--- config.mk ---
export PLATFORM = sky130hd
export DESIGN_NAME = uart_tx_fifo
export DESIGN_NICKNAME = d
export VERILOG_FILES = /design/src/rtl/uart_tx_fifo.sv
export SDC_FILE = /design/constraint.sdc
export NUM_CORES = 1
export LEC_CHECK = 0
export CORE_AREA = 3 3 125 127
export CTS_CLUSTER_SIZE = 30
export DETAILED_ROUTE_END_ITERATION = 7
export DIE_AREA = 0 0 128 130
export MAX_ROUTING_LAYER = met4
export PLACE_DENSITY_LB_ADDON = 0.3
export SKIP_CTS_REPAIR_TIMING = 1
export SLEW_MARGIN = 10
export SYNTH_ARGS = -nofsm -noshare
export SYNTH_HDL_FRONTEND = slang
export SYNTH_SLANG_ARGS = --single-unit
--- constraint.sdc ---
create_clock -name i_clk -period 2.6 [get_ports i_clk]
set_clock_uncertainty 0.05 [all_clocks]
set_input_delay 0.39 -clock i_clk [delete_from_list [all_inputs] [get_ports i_clk]]
set_output_delay 0.39 -clock i_clk [all_outputs]
set_load 0.01 [all_outputs]
--- src/rtl/uart_tx_fifo.sv ---
// rtl/uart_tx_fifo.sv - first-word-fall-through transmit FIFO feeding the UART Transmitter
// Optional sticky overflow/underflow flags enabled by defining UART_TX_FIFO_ERR_EN.
module uart_tx_fifo #(
  parameter int SIZE_DATA = 8,
  parameter int DEPTH     = 16,
  parameter int ADDR_W    = $clog2(DEPTH)
) (
  input  logic                 i_clk,
  input  logic                 i_rst,
  input  logic                 i_wr_en,
  input  logic [SIZE_DATA-1:0] i_wr_data,
  output logic                 o_full,
  input  logic                 i_tx_done,
  output logic [SIZE_DATA-1:0] o_tx_data,
  output logic                 o_fifo_empty,
  output logic [ADDR_W:0]      o_count
`ifdef UART_TX_FIFO_ERR_EN
  ,
  input  logic                 i_clr_err,
  output logic                 o_overflow,
  output logic                 o_underflow
`endif
);

  logic [SIZE_DATA-1:0] mem_q [DEPTH];
  logic [ADDR_W:0]      wr_ptr_q, wr_ptr_d;
  logic [ADDR_W:0]      rd_ptr_q, rd_ptr_d;
  logic                 wr_acc;
  logic                 rd_acc;

  // Flags come only from registered pointers; the MSB is the wrap bit.
  assign o_fifo_empty = (wr_ptr_q == rd_ptr_q);
  assign o_full       = (wr_ptr_q[ADDR_W-1:0] == rd_ptr_q[ADDR_W-1:0]) &&
                        (wr_ptr_q[ADDR_W] != rd_ptr_q[ADDR_W]);
  assign o_count      = wr_ptr_q - rd_ptr_q;
  assign o_tx_data    = o_fifo_empty ? '0 : mem_q[rd_ptr_q[ADDR_W-1:0]];

  assign rd_acc = i_tx_done & ~o_fifo_empty;
  assign wr_acc = i_wr_en & (~o_full | rd_acc);

  always_comb begin
    wr_ptr_d = wr_ptr_q;
    rd_ptr_d = rd_ptr_q;
    if (wr_acc) wr_ptr_d = wr_ptr_q + 1'b1;
    if (rd_acc) rd_ptr_d = rd_ptr_q + 1'b1;
  end

  always_ff @(posedge i_clk) begin
    if (i_rst) begin
      wr_ptr_q <= '0;
      rd_ptr_q <= '0;
    end else begin
      wr_ptr_q <= wr_ptr_d;
      rd_ptr_q <= rd_ptr_d;
    end
  end

  // Storage is deliberately not reset.
  always_ff @(posedge i_clk) begin
    if (wr_acc && !i_rst) mem_q[wr_ptr_q[ADDR_W-1:0]] <= i_wr_data;
  end

`ifdef UART_TX_FIFO_ERR_EN
  logic overflow_q, overflow_d;
  logic underflow_q, underflow_d;
  logic ovf_set, unf_set;

  // A pop that coincides with a write into an empty FIFO is not an underflow.
  assign ovf_set = i_wr_en & o_full & ~rd_acc;
  assign unf_set = i_tx_done & o_fifo_empty & ~i_wr_en;

  always_comb begin
    overflow_d  = overflow_q;
    underflow_d = underflow_q;
    if (i_clr_err) begin
      overflow_d  = 1'b0;
      underflow_d = 1'b0;
    end
    if (ovf_set) overflow_d  = 1'b1;
    if (unf_set) underflow_d = 1'b1;
  end

  always_ff @(posedge i_clk) begin
    if (i_rst) begin
      overflow_q  <= 1'b0;
      underflow_q <= 1'b0;
    end else begin
      overflow_q  <= overflow_d;
      underflow_q <= underflow_d;
    end
  end

  assign o_overflow  = overflow_q;
  assign o_underflow = underflow_q;
`endif

endmodule

* Word level (Yosys, flattened, before mapping) *
Memories as Yosys holds them, arrays and structs flattened. A register that Yosys moved wholly into a read port is not among the register bits.
Cells that the tools add are included.

storage, ports and cells
  bits in registers = 10
  bits in writable memories = 128
  memories = 1
  output and inout bits = 15

operators by class
  bitwise operators = 5
  equal/unequal tests = 3
  reductions and logical operators = 3
  add/sub/neg operators = 3
  mux-type cells = 5

memories
  name   depth  bits a word  rd ports  clocked after memory_dff  wr ports  line  text
  mem_q  16     8            1         1                         1         25    logic [SIZE_DATA-1:0] mem_q [DEPTH];

operators by type and width
  cell                                                           number
  5-bit by 1-bit adder with 5-bit output, second input constant  2
  4-bit two-way mux                                              2
  8-bit two-way mux                                              1
  5-bit equality test                                            1
  5-bit subtractor                                               1
  4-bit equality test                                            1
  1-bit bitwise AND                                              2
  1-bit logical AND                                              2
  1-bit two-way mux                                              2
  1-bit NOT                                                      2
  1-bit logical NOT                                              1
  1-bit != test                                                  1
  1-bit OR                                                       1

* Longest topological paths before layout *
  depth after elaboration = 8
  depth in mapped cells = 7

* Worst setup path after synthesis *
Ideal clock, no wire load.

  kind = reg-to-reg
  start = register wr_ptr_q[0]
  end = memory mem_q[1][0], enable pin
  required time = 2.180 ns
  arrival = 1.877 ns
  setup slack = 0.303 ns
  setup time = 0.370 ns
  buffers on the path = 0
  cell stages (with the launch flop) = 7
  cells stage by stage = dfxtp_1 inv_1 ha_1 nand4_1 o31ai_2 or3_1 nor2_1

between the ends
  word-level cells in the longest chain between the ends = 8
  elaborated cells on any way between the ends = 11

RTL lines
  item                                                               line    text
  start, declared                                                    26      logic [ADDR_W:0] wr_ptr_q, wr_ptr_d;
  start signal, assigned                                             53      wr_ptr_q <= wr_ptr_d;
  5-bit equality test / 4-bit equality test (equally long branches)  32, 33
  1-bit NOT / 1-bit logical AND (equally long branches)              38, 33
  1-bit bitwise AND / 1-bit NOT (equally long branches)              38, 39
  1-bit OR                                                           39      assign wr_acc = i_wr_en & (~o_full | rd_acc);
  1-bit bitwise AND                                                  39
  1-bit logical AND                                                  60      if (wr_acc && !i_rst) mem_q[wr_ptr_q[ADDR_W-1:0]] <= i_wr_data;
  1-bit two-way mux                                                  60
  1-bit two-way mux (not written as such)                            60
  end, declared                                                      25

Parallel ways exist; a longest one is shown, timed or not.

==> impl_results.md <==
* Required time of the critical path at 2160 ps
* GPL Wtd Cong at 0.8095
* Worst vdd ir at 0.0005177 V
* Final TNS setup at 0 ps
* Max_cap viols at 0
* Vias in the first global route at 3131
* PwrDens at 785.6 mW/mm^2
* GRT Total Usage at 15.69%
* Placed cells at 542
* Mapped Nets at 332
* Die area at 0.01664 mm^2
* Worst Hold Class: reg -> reg
* Final slew viol count at 0
* Number of I/O pins at 27
* Global-route wire length before repair at 18130 um
* Hold Vio Cnt, Final at 0
* CTS root buf: clkbuf_16
* Synthesized area per cell at 18.76 um^2
* Final period utilization at 97.97%
* Filler cell count at 1202
* Worst setup EP type: output port
* # setup viols final at 0
* Worst-Skew Late Latency at 410 ps
* Unique masters post-synth at 35
* Seq/Total Area, Yosys at 70.90%
* Post-layout util at 49.87%
* CTS tree: done
* Syn Inst Count at 310
* Synth area leaders: edfxtp_1 66%, mux4_2 8.9%, dfxtp_1 4.8%
* Multi-input logic area at 0.001609 mm^2
* Status: finished clean
* Mapped Area at 0.005817 mm^2
* Final Non-Filler Cells at 586
* Min Tclk post-route at 2547 ps
* DR pass1 iterations at 5
* Count of warnings emitted by yosys at 0
* Vias post-DR at 3102
* IO buf count at 26
* Worst slew margin at 53.08%
* Post-synth top area share at 66.08%
* Die Y-Extent at 130 um
* Commonest non-fill, non-tap cells in the layout: 128 x edfxtp_1, 41 x buf_4, 24 x mux4_2, 24 x nor2_1, 18 x clkbuf_16
* DRT iter0 DRCs at 267
* Largest net degree at the start of global routing at 33
* CTS clk-pin slew, worst paths at 60 ps
* Dpl cell area at 0.006538 mm^2
* Power, Total at 5.694 mW
* Core area at 0.01453 mm^2
* Lkg Pwr at 2.528 nW
* Worst EP arrival at 2110 ps
* Clock buffer depth at 2
* Yosys top cell by area: edfxtp_1
* FP Rows at 44
* Critical Path Source Type: register
* Pre-CTS setup slack at 56.16 ps
* Final instance area at 0.007248 mm^2
* Fmax at 392.6 MHz
* Routed Antenna Nets at 0
* N_diodes at 0
* WL/cell at 20.69 um
* Yosys reg bits at 142
* Final wirelength at 12120 um
* Area Overhead vs Synth at 24.61%
* Total gr overflow at 0
* Final setup margin at 52.86 ps
* Final HPWL DP at 7714 um
* Worst slew pin tran at 702.8 ps
* Register Area at 0.004135 mm^2
* Most common cell after layout, fill and taps aside: edfxtp_1
* Unrepaired setup endpoints after global routing: yes
* Fin Hold WS at 467.9 ps
* Setup CP Type: reg -> out
* Layout cell share with drive strength beyond 1 at 29.35%
* Die width at 128 um
* Vias per cell at 5.294
* Initial core utilization at 40.02%
* Antenna violations before repair at 0
* Htree depth at 4
* Worst-path fanout max at 10
* Post-route DRC at 0
* # nets final at 411
* Clock Sinks at 142
* Cts bufs inserted at 17
-- metal layers --
| layer | share of wire, % | GRT usage, % | vias up |
|---|---|---|---|
| met5 | 0 | - | - |
| met4 | 2.2 | 6.429 | 0 |
| met3 | 5.2 | 4.298 | 23 |
| met2 | 48 | 24.00 | 94 |
| met1 | 45 | 19.98 | 1581 |
| li1 | - | - | 1404 |
-- cells by family after synthesis --
group	Yosys count	synth area share (%)
AOI/OAI and AO/OA	33	3.979
xor gates and xnor gates	10	1.635
adders and majority gates	10	2.280
buffers and inverters	23	2.366
DFF	142	70.90
muxes	41	14.52
and+or+nand+nor	51	4.323
-- synthesized netlist by cell type --
master    number
edfxtp_1     128
nor2_1        25
mux4_2        23
a211oi_1      16
dfxtp_1       14
ha_1           9
inv_1          9
mux2i_1        9
mux4_1         9
nor2b_1        8
a21oi_1        6
xnor2_1        5
buf_2          4
buf_4          4
nand2b_1       4
nand3_1        4
o21ai_0        4
or3_1          4
xor2_1         4
a21o_1         2
buf_6          2
clkbuf_1       2
nand2_1        2
nand3b_1       2
and4_1         1
buf_1          1
buf_12         1
fa_1           1
nand4_1        1
o211ai_1       1
o21ai_2        1
o311ai_0       1
o31a_1         1
o31ai_2        1
xnor2_2        1
-- where the power goes --
group	switching [mW]	internal (mW)	leakage (nW)	total, mW
Clock	0.828	1.38	0.264	2.21
Sequential	0.0273	2.52	1.27	2.55
Combinational	0.438	0.500	0.994	0.937
Total	1.29	4.40	2.53	5.69
-- flip-flops by register name, summed over array words and instances, names as in the netlist, named ones only --
signal / count
rd_ptr_q: 5
mem_q: 128
wr_ptr_q: 5
-- worst max-delay path: stages (launching register included) --
cell      delay [ps]
dfxtp_4          360
buf_12           140
mux4_1           560
nor2b_1          160
a211oi_2         210
a211oi_2          90
clkbuf_2         180
-- worst paths after layout --
path               startpoint           end  slack (ps)  depth (start not counted)
setup / recovery     register  o_tx_data[7]          50                          6
hold / removal    rd_ptr_q[3]   rd_ptr_q[3]         470                          2
setup reg to reg  rd_ptr_q[3]  mem_q[13][5]         340                          8
hold reg to reg   rd_ptr_q[3]   rd_ptr_q[3]         470                          2
-- area by class of cell --
cell class	instances	share of cell area (%)
flip-flops and latches	142	57.05
multi-input cells	145	22.20
repair buffers	74	9.684
clock buffers	20	6.025
well taps	184	3.176
clock inverters	12	1.398
inverters	9	0.4661
Note: power is estimated with default switching activity, not from simulation.
